==> config.mk <==
export PLATFORM = sky130hd
export DESIGN_NAME = inv_add_round_key_stage
export DESIGN_NICKNAME = d
export VERILOG_FILES = /design/src/rtl/inv_add_round_key_stage.sv
export SDC_FILE = /design/constraint.sdc
export NUM_CORES = 2
export LEC_CHECK = 0
export CORE_MARGIN = 4
export CORE_UTILIZATION = 34
export DETAILED_ROUTE_END_ITERATION = 10
export PLACE_DENSITY = 0.58
export SLEW_MARGIN = 10
export SYNTH_ARGS = -nofsm -noshare
export SYNTH_HDL_FRONTEND = slang
export SYNTH_SLANG_ARGS = --single-unit
export TNS_END_PERCENT = 5
==> constraint.sdc <==
create_clock -name clk -period 34.2 [get_ports clk]
set_input_delay 3.42 -clock clk [delete_from_list [all_inputs] [get_ports clk]]
set_output_delay 3.42 -clock clk [all_outputs]
set_load 0.03 [all_outputs]
==> src/rtl/inv_add_round_key_stage.sv <==
// Registered AddRoundKey stage for the iterative AES-128 inverse cipher, ahead of InvMixColumns.
// Optional macro INV_ARK_SKID_EN adds a 2-entry skid buffer so in_ready does not depend on out_ready.
module inv_add_round_key_stage #(
    parameter int NR = 10
) (
    input  logic         clk,
    input  logic         rst_n,
    input  logic         key_wr_en,
    input  logic [3:0]   key_wr_idx,
    input  logic [127:0] key_wr_data,
    output logic         key_loaded,
    input  logic         in_valid,
    output logic         in_ready,
    input  logic         in_first,
    input  logic [127:0] in_state,
    output logic         out_valid,
    input  logic         out_ready,
    output logic [127:0] out_state,
    output logic [3:0]   out_round,
    output logic         out_mix_en,
    output logic         out_last,
    output logic         err_seq
);
    localparam logic [3:0] NR_IDX  = 4'(NR);
    localparam logic [3:0] NR_NEXT = 4'(NR - 1);

    typedef enum logic {IDLE, RUN} state_t;

    typedef struct packed {
        logic [127:0] state;
        logic [3:0]   round;
        logic         mix_en;
        logic         last;
    } ark_res_t;

    state_t       state;
    logic [3:0]   round_q;
    logic [NR:0]  key_mask;
    logic [127:0] key_mem [0:NR];
    ark_res_t     out_q;
    ark_res_t     res;

    logic         accept;
    logic         produce;
    logic         seq_err;
    logic         busy;
    logic         wr_ok;
    logic [3:0]   sel_idx;
    logic [NR:0]  wr_onehot;

    assign accept  = in_valid & in_ready;
    // A non-first state only has a key to use while a block is running.
    assign produce = accept & (in_first | (state == RUN));
    assign seq_err = accept & (in_first ? (state == RUN) : (state == IDLE));
    assign sel_idx = (state == RUN && !in_first) ? round_q : NR_IDX;

    always_comb begin
        res.state  = in_state ^ key_mem[sel_idx];
        res.round  = sel_idx;
        res.mix_en = (sel_idx != 4'd0) && (sel_idx != NR_IDX);
        res.last   = (sel_idx == 4'd0);
    end

    assign out_state  = out_q.state;
    assign out_round  = out_q.round;
    assign out_mix_en = out_q.mix_en;
    assign out_last   = out_q.last;

    // ---------------- key bank ----------------
    assign wr_ok     = key_wr_en & (key_wr_idx <= NR_IDX) & ~busy;
    assign wr_onehot = wr_ok ? ((NR + 1)'(1) << key_wr_idx) : '0;

    always_ff @(posedge clk) begin
        if (wr_ok)
            key_mem[key_wr_idx] <= key_wr_data;
    end

    always_ff @(posedge clk) begin
        if (!rst_n) begin
            key_mask   <= '0;
            key_loaded <= 1'b0;
        end else begin
            key_mask   <= key_mask | wr_onehot;
            key_loaded <= &(key_mask | wr_onehot);
        end
    end

    // ---------------- round sequencer ----------------
    always_ff @(posedge clk) begin
        if (!rst_n) begin
            state   <= IDLE;
            round_q <= NR_IDX;
            err_seq <= 1'b0;
        end else begin
            err_seq <= err_seq | seq_err;
            if (accept) begin
                if (in_first) begin
                    state   <= RUN;
                    round_q <= NR_NEXT;
                end else if (state == RUN) begin
                    if (round_q == 4'd0) begin
                        state   <= IDLE;
                        round_q <= NR_IDX;
                    end else begin
                        round_q <= 4'(round_q - 4'd1);
                    end
                end
            end
        end
    end

`ifdef INV_ARK_SKID_EN
    // ---------------- skid buffer + output register ----------------
    ark_res_t   skid_q [0:1];
    logic [1:0] skid_cnt;
    logic       skid_rd;
    logic       skid_wr;
    logic       out_load;
    logic       skid_pop;
    logic       skid_push;

    assign busy      = (state != IDLE) | out_valid | (skid_cnt != 2'd0);
    assign in_ready  = key_loaded & ~key_wr_en & (skid_cnt != 2'd2);
    assign out_load  = ~out_valid | out_ready;
    assign skid_pop  = out_load & (skid_cnt != 2'd0);
    // Results bypass the skid only when it is empty, so ordering is kept.
    assign skid_push = produce & ~(out_load & (skid_cnt == 2'd0));

    always_ff @(posedge clk) begin
        if (skid_push)
            skid_q[skid_wr] <= res;
    end

    always_ff @(posedge clk) begin
        if (!rst_n) begin
            skid_cnt <= 2'd0;
            skid_rd  <= 1'b0;
            skid_wr  <= 1'b0;
        end else begin
            if (skid_push)
                skid_wr <= ~skid_wr;
            if (skid_pop)
                skid_rd <= ~skid_rd;
            case ({skid_push, skid_pop})
                2'b10:   skid_cnt <= 2'(skid_cnt + 2'd1);
                2'b01:   skid_cnt <= 2'(skid_cnt - 2'd1);
                default: skid_cnt <= skid_cnt;
            endcase
        end
    end

    always_ff @(posedge clk) begin
        if (!rst_n) begin
            out_valid <= 1'b0;
            out_q     <= '0;
        end else if (out_load) begin
            if (skid_pop) begin
                out_valid <= 1'b1;
                out_q     <= skid_q[skid_rd];
            end else if (produce) begin
                out_valid <= 1'b1;
                out_q     <= res;
            end else begin
                out_valid <= 1'b0;
            end
        end
    end
`else
    // ---------------- single output register ----------------
    assign busy     = (state != IDLE) | out_valid;
    assign in_ready = key_loaded & ~key_wr_en & (~out_valid | out_ready);

    always_ff @(posedge clk) begin
        if (!rst_n) begin
            out_valid <= 1'b0;
            out_q     <= '0;
        end else if (produce) begin
            out_valid <= 1'b1;
            out_q     <= res;
        end else if (out_ready) begin
            out_valid <= 1'b0;
        end
    end
`endif

endmodule

==> summary.md <==
| Metric | Value |
|---|---|
| Status | completed |
| Synth Warn # | 0 |
| CP Class | input pin to primary output |
| Finished Core Util | 40.83% |
| FMAX | 118.7 MHz |
| Worst hold path cell count | 2 |
| Final period utilization | 24.64% |
| Number of global-route vias before repair | 32860 |
| Commonest cells after routing, fill and taps aside | edfxtp_1 (1408), mux2i_1 (636), clkdlybuf4s50_1 (403), nand2_1 (270), clkbuf_16 (173) |
| Synthesized cell area | 61050 µm² |
| Placed Cells incl. Taps | 6045 |
| Final Non-Filler Cells | 6368 |
| RSZ-0062 raised after global routing | false |
| Clk buf depth | 3 |
| Site Rows | 155 |
| Max-Slew Margin vs Limit | 19.40% |
| Worst-Margin Slew | between 1000 and 1500 ps |
| # hold bufs at CTS | 0 |
| Netlist cell types | 50 |
| Hold WC Path Type | flop to flop |
| Share of cells above drive strength 1 | 12.23% |
| Data required, critical path | 30780 ps |
| Synth top area share | a little under 70% |
| Commonest non-fill, non-tap cell in the layout | edfxtp_1 |
| Wirelength per Cell | about 25 µm |
| PwrDens | roughly 55 nW/µm² |
| Leakage | 0.02196 µW |
| GPL Wtd Cong | 0.7184 |
| Clock Sinks | 1561 |
| Post-DP Area | 67360 µm² |
| Tot GR Track Use | 16.51% |
| Drt drc | 0 |
| Post-synth EDFFs | 1408 |
| Total Wirelength | 157100 µm |
| RR Endpoint | out_state[92]$_SDFFE_PN0P_ |
| IO Count | slightly above 400 |
| DRT iter0 DRCs | 2174 |
| CTS tree | built |
| Synthesized instance count | 3448 |
| Syn Nets | approximately 3700 |
| Reg2Reg Launch Point | round_q[0]$_SDFFE_PN0P_ |
| DR vias | about 32000 |
| Hold path start | out_state[118]$_SDFFE_PN0P_ |
| Setup-failing EPs final | 0 |
| Flop-to-flop setup slack | approximately 29000 ps |
| Max-cap viol count | 0 |
| Fraction of registers with async set/reset | 0% |
| Antenna viol nets, final | 0 |
| Die area | 186400 µm² |
| Post-synth top area cell | edfxtp_1 |
| Drt pass-1 iters | 5 |
| Area Overhead vs Synth | 19.32% |
| Reg clk slew, reported paths | 60 ps |
| TNS Setup | 0 ps |
| Crit path time final | 8427 ps |
| Peak supply drop | 0.04028 mV |
| CP arrival | around 5000 ps |
| Postcts setup bufs | 0 |
| Register area share after synthesis | around 74% |
| Crit. Startpoint | key_wr_en |
| Avg Synthesized Cell Area | 17.71 µm² |
| Die H | about 430 µm |
| Grt ovf | 0 |
| NumNets Final | slightly above 4000 |
| Synth area leaders | edfxtp_1 (69%), mux2i_1 (10%), dfxtp_1 (5.0%) |
| Final instance area | 72850 µm² |
| Slew Limit Fails | 0 |
| DP HPWL | around 81000 µm |
| Count of input and output buffers | 403 |
| DR vias/cell | around 5.1 |
| Worst Reg2Reg Path Length in Cells | 9 |
| Crit path capture type | primary output |
| Clock H-tree levels | 4 |
| Resize count post-CTS | 0 |
| Most used DFF post-synth | edfxtp_1 |
| Crit path launch type | input pin |
| Min-Delay Endpoint | out_state[118]$_SDFFE_PN0P_ |
| CTS root buf | clkbuf_16 |
| Skew final | ~31 ps |
| Placeable Area | 178400 µm² |
| Largest net degree at the start of global routing | about 130 |
| Die width | 431.7 µm |
| Seq cells post-synth | 1561 |
| First-pass GRT wire length | about 230000 µm |
| Final Hold Vio Count | 0 |
| Skew-Pair Late Insertion Delay | 810 ps |
| Worst-path maximum fanout | 4 |
| Initial Util | 34.22% |
| TritonCTS Buffers | 168 |
| Initial antenna violation count | 24 |
| PnR Total Power | around 4000 µW |
Yosys cell counts (9+ instances only):
cell / instances
a221oi_1: 98
a221oi_2: 154
buf_1: 10
buf_2: 57
buf_4: 56
buf_6: 33
clkbuf_1: 65
dfxtp_1: 153
edfxtp_1: 1408
mux2i_1: 636
nand2_1: 270
nor2_1: 26
nor2b_1: 9
o21ai_1: 128
o221ai_1: 106
o221ai_2: 20
xor2_1: 127
report_power, final:
part,switching (µW),internal (µW),leakage [µW]
combinational,56.1,36.0,0.00536
clock,742,1040,0.00265
sequential,4.00,2100,0.0139
total,803,3180,0.0220
worst max path at each step:
stage	endpoint	slack [ps]	cells past startpoint
2_1_floorplan	key_mem[4][0]$_DFFE_PP_	20900	3
3_3_place_gp	in_ready	25810	4
3_5_place_dp	in_ready	25780	4
4_1_cts	in_ready	25780	4
5_1_grt	in_ready	25730	4
6_report	in_ready	25770	4
cell type report:
cell class	count	area, µm²
clock inverter	78	825.8
multi-input combinational	1657	14420
antenna	13	32.53
clock buffer	232	4631
tap	2355	2947
inverter	8	30.03
fill	16070	105600
sequential	1561	45350
timing repair buffer	464	4617
worst max-delay path, stage by stage:
cell             delay, ps
clkdlybuf4s50_1        430
nor2b_1                230
and2_1                 230
clkdlybuf4s50_1        690
cells by family after synthesis:
| kind of cell | after synthesis | synth area share [%] |
|---|---|---|
| and+or+nand+nor | 339 | 2.285 |
| buffers and inverters | 230 | 2.308 |
| AOI/OAI and AO/OA | 549 | 8.768 |
| muxes | 639 | 10.48 |
| DFF | 1561 | 74.27 |
| xor gates and xnor gates | 127 | 1.822 |
| adders and majority gates | 3 | 0.06149 |
state kept, by name, summed over array words and instances (netlist names):
register    flops
err_seq         1
key_loaded      1
key_mask       11
key_mem      1408
out_last        1
out_mix_en      1
out_round       4
out_state     128
out_valid       1
round_q         4
state           1
layer usage:
layer / share of wire [%] / track usage (%) / vias to the layer above
met5: 0.060 / 0 / -
met4: 2.6 / 5.084 / 14
met3: 4.4 / 3.319 / 242
met2: 51 / 28.61 / 737
met1: 42 / 20.82 / 16710
li1: - / - / 14660
stage by stage:
step | worst slack, ps | hold WS (ps)
floorplan | 20900 | 433.7
global placement | 25810 | 433.1
detailed placement | 25780 | 438.8
CTS | 25780 | 447.0
global route | 25730 | 466.2
finish | 25770 | 443.1
Power figures use the tool's default switching activity.
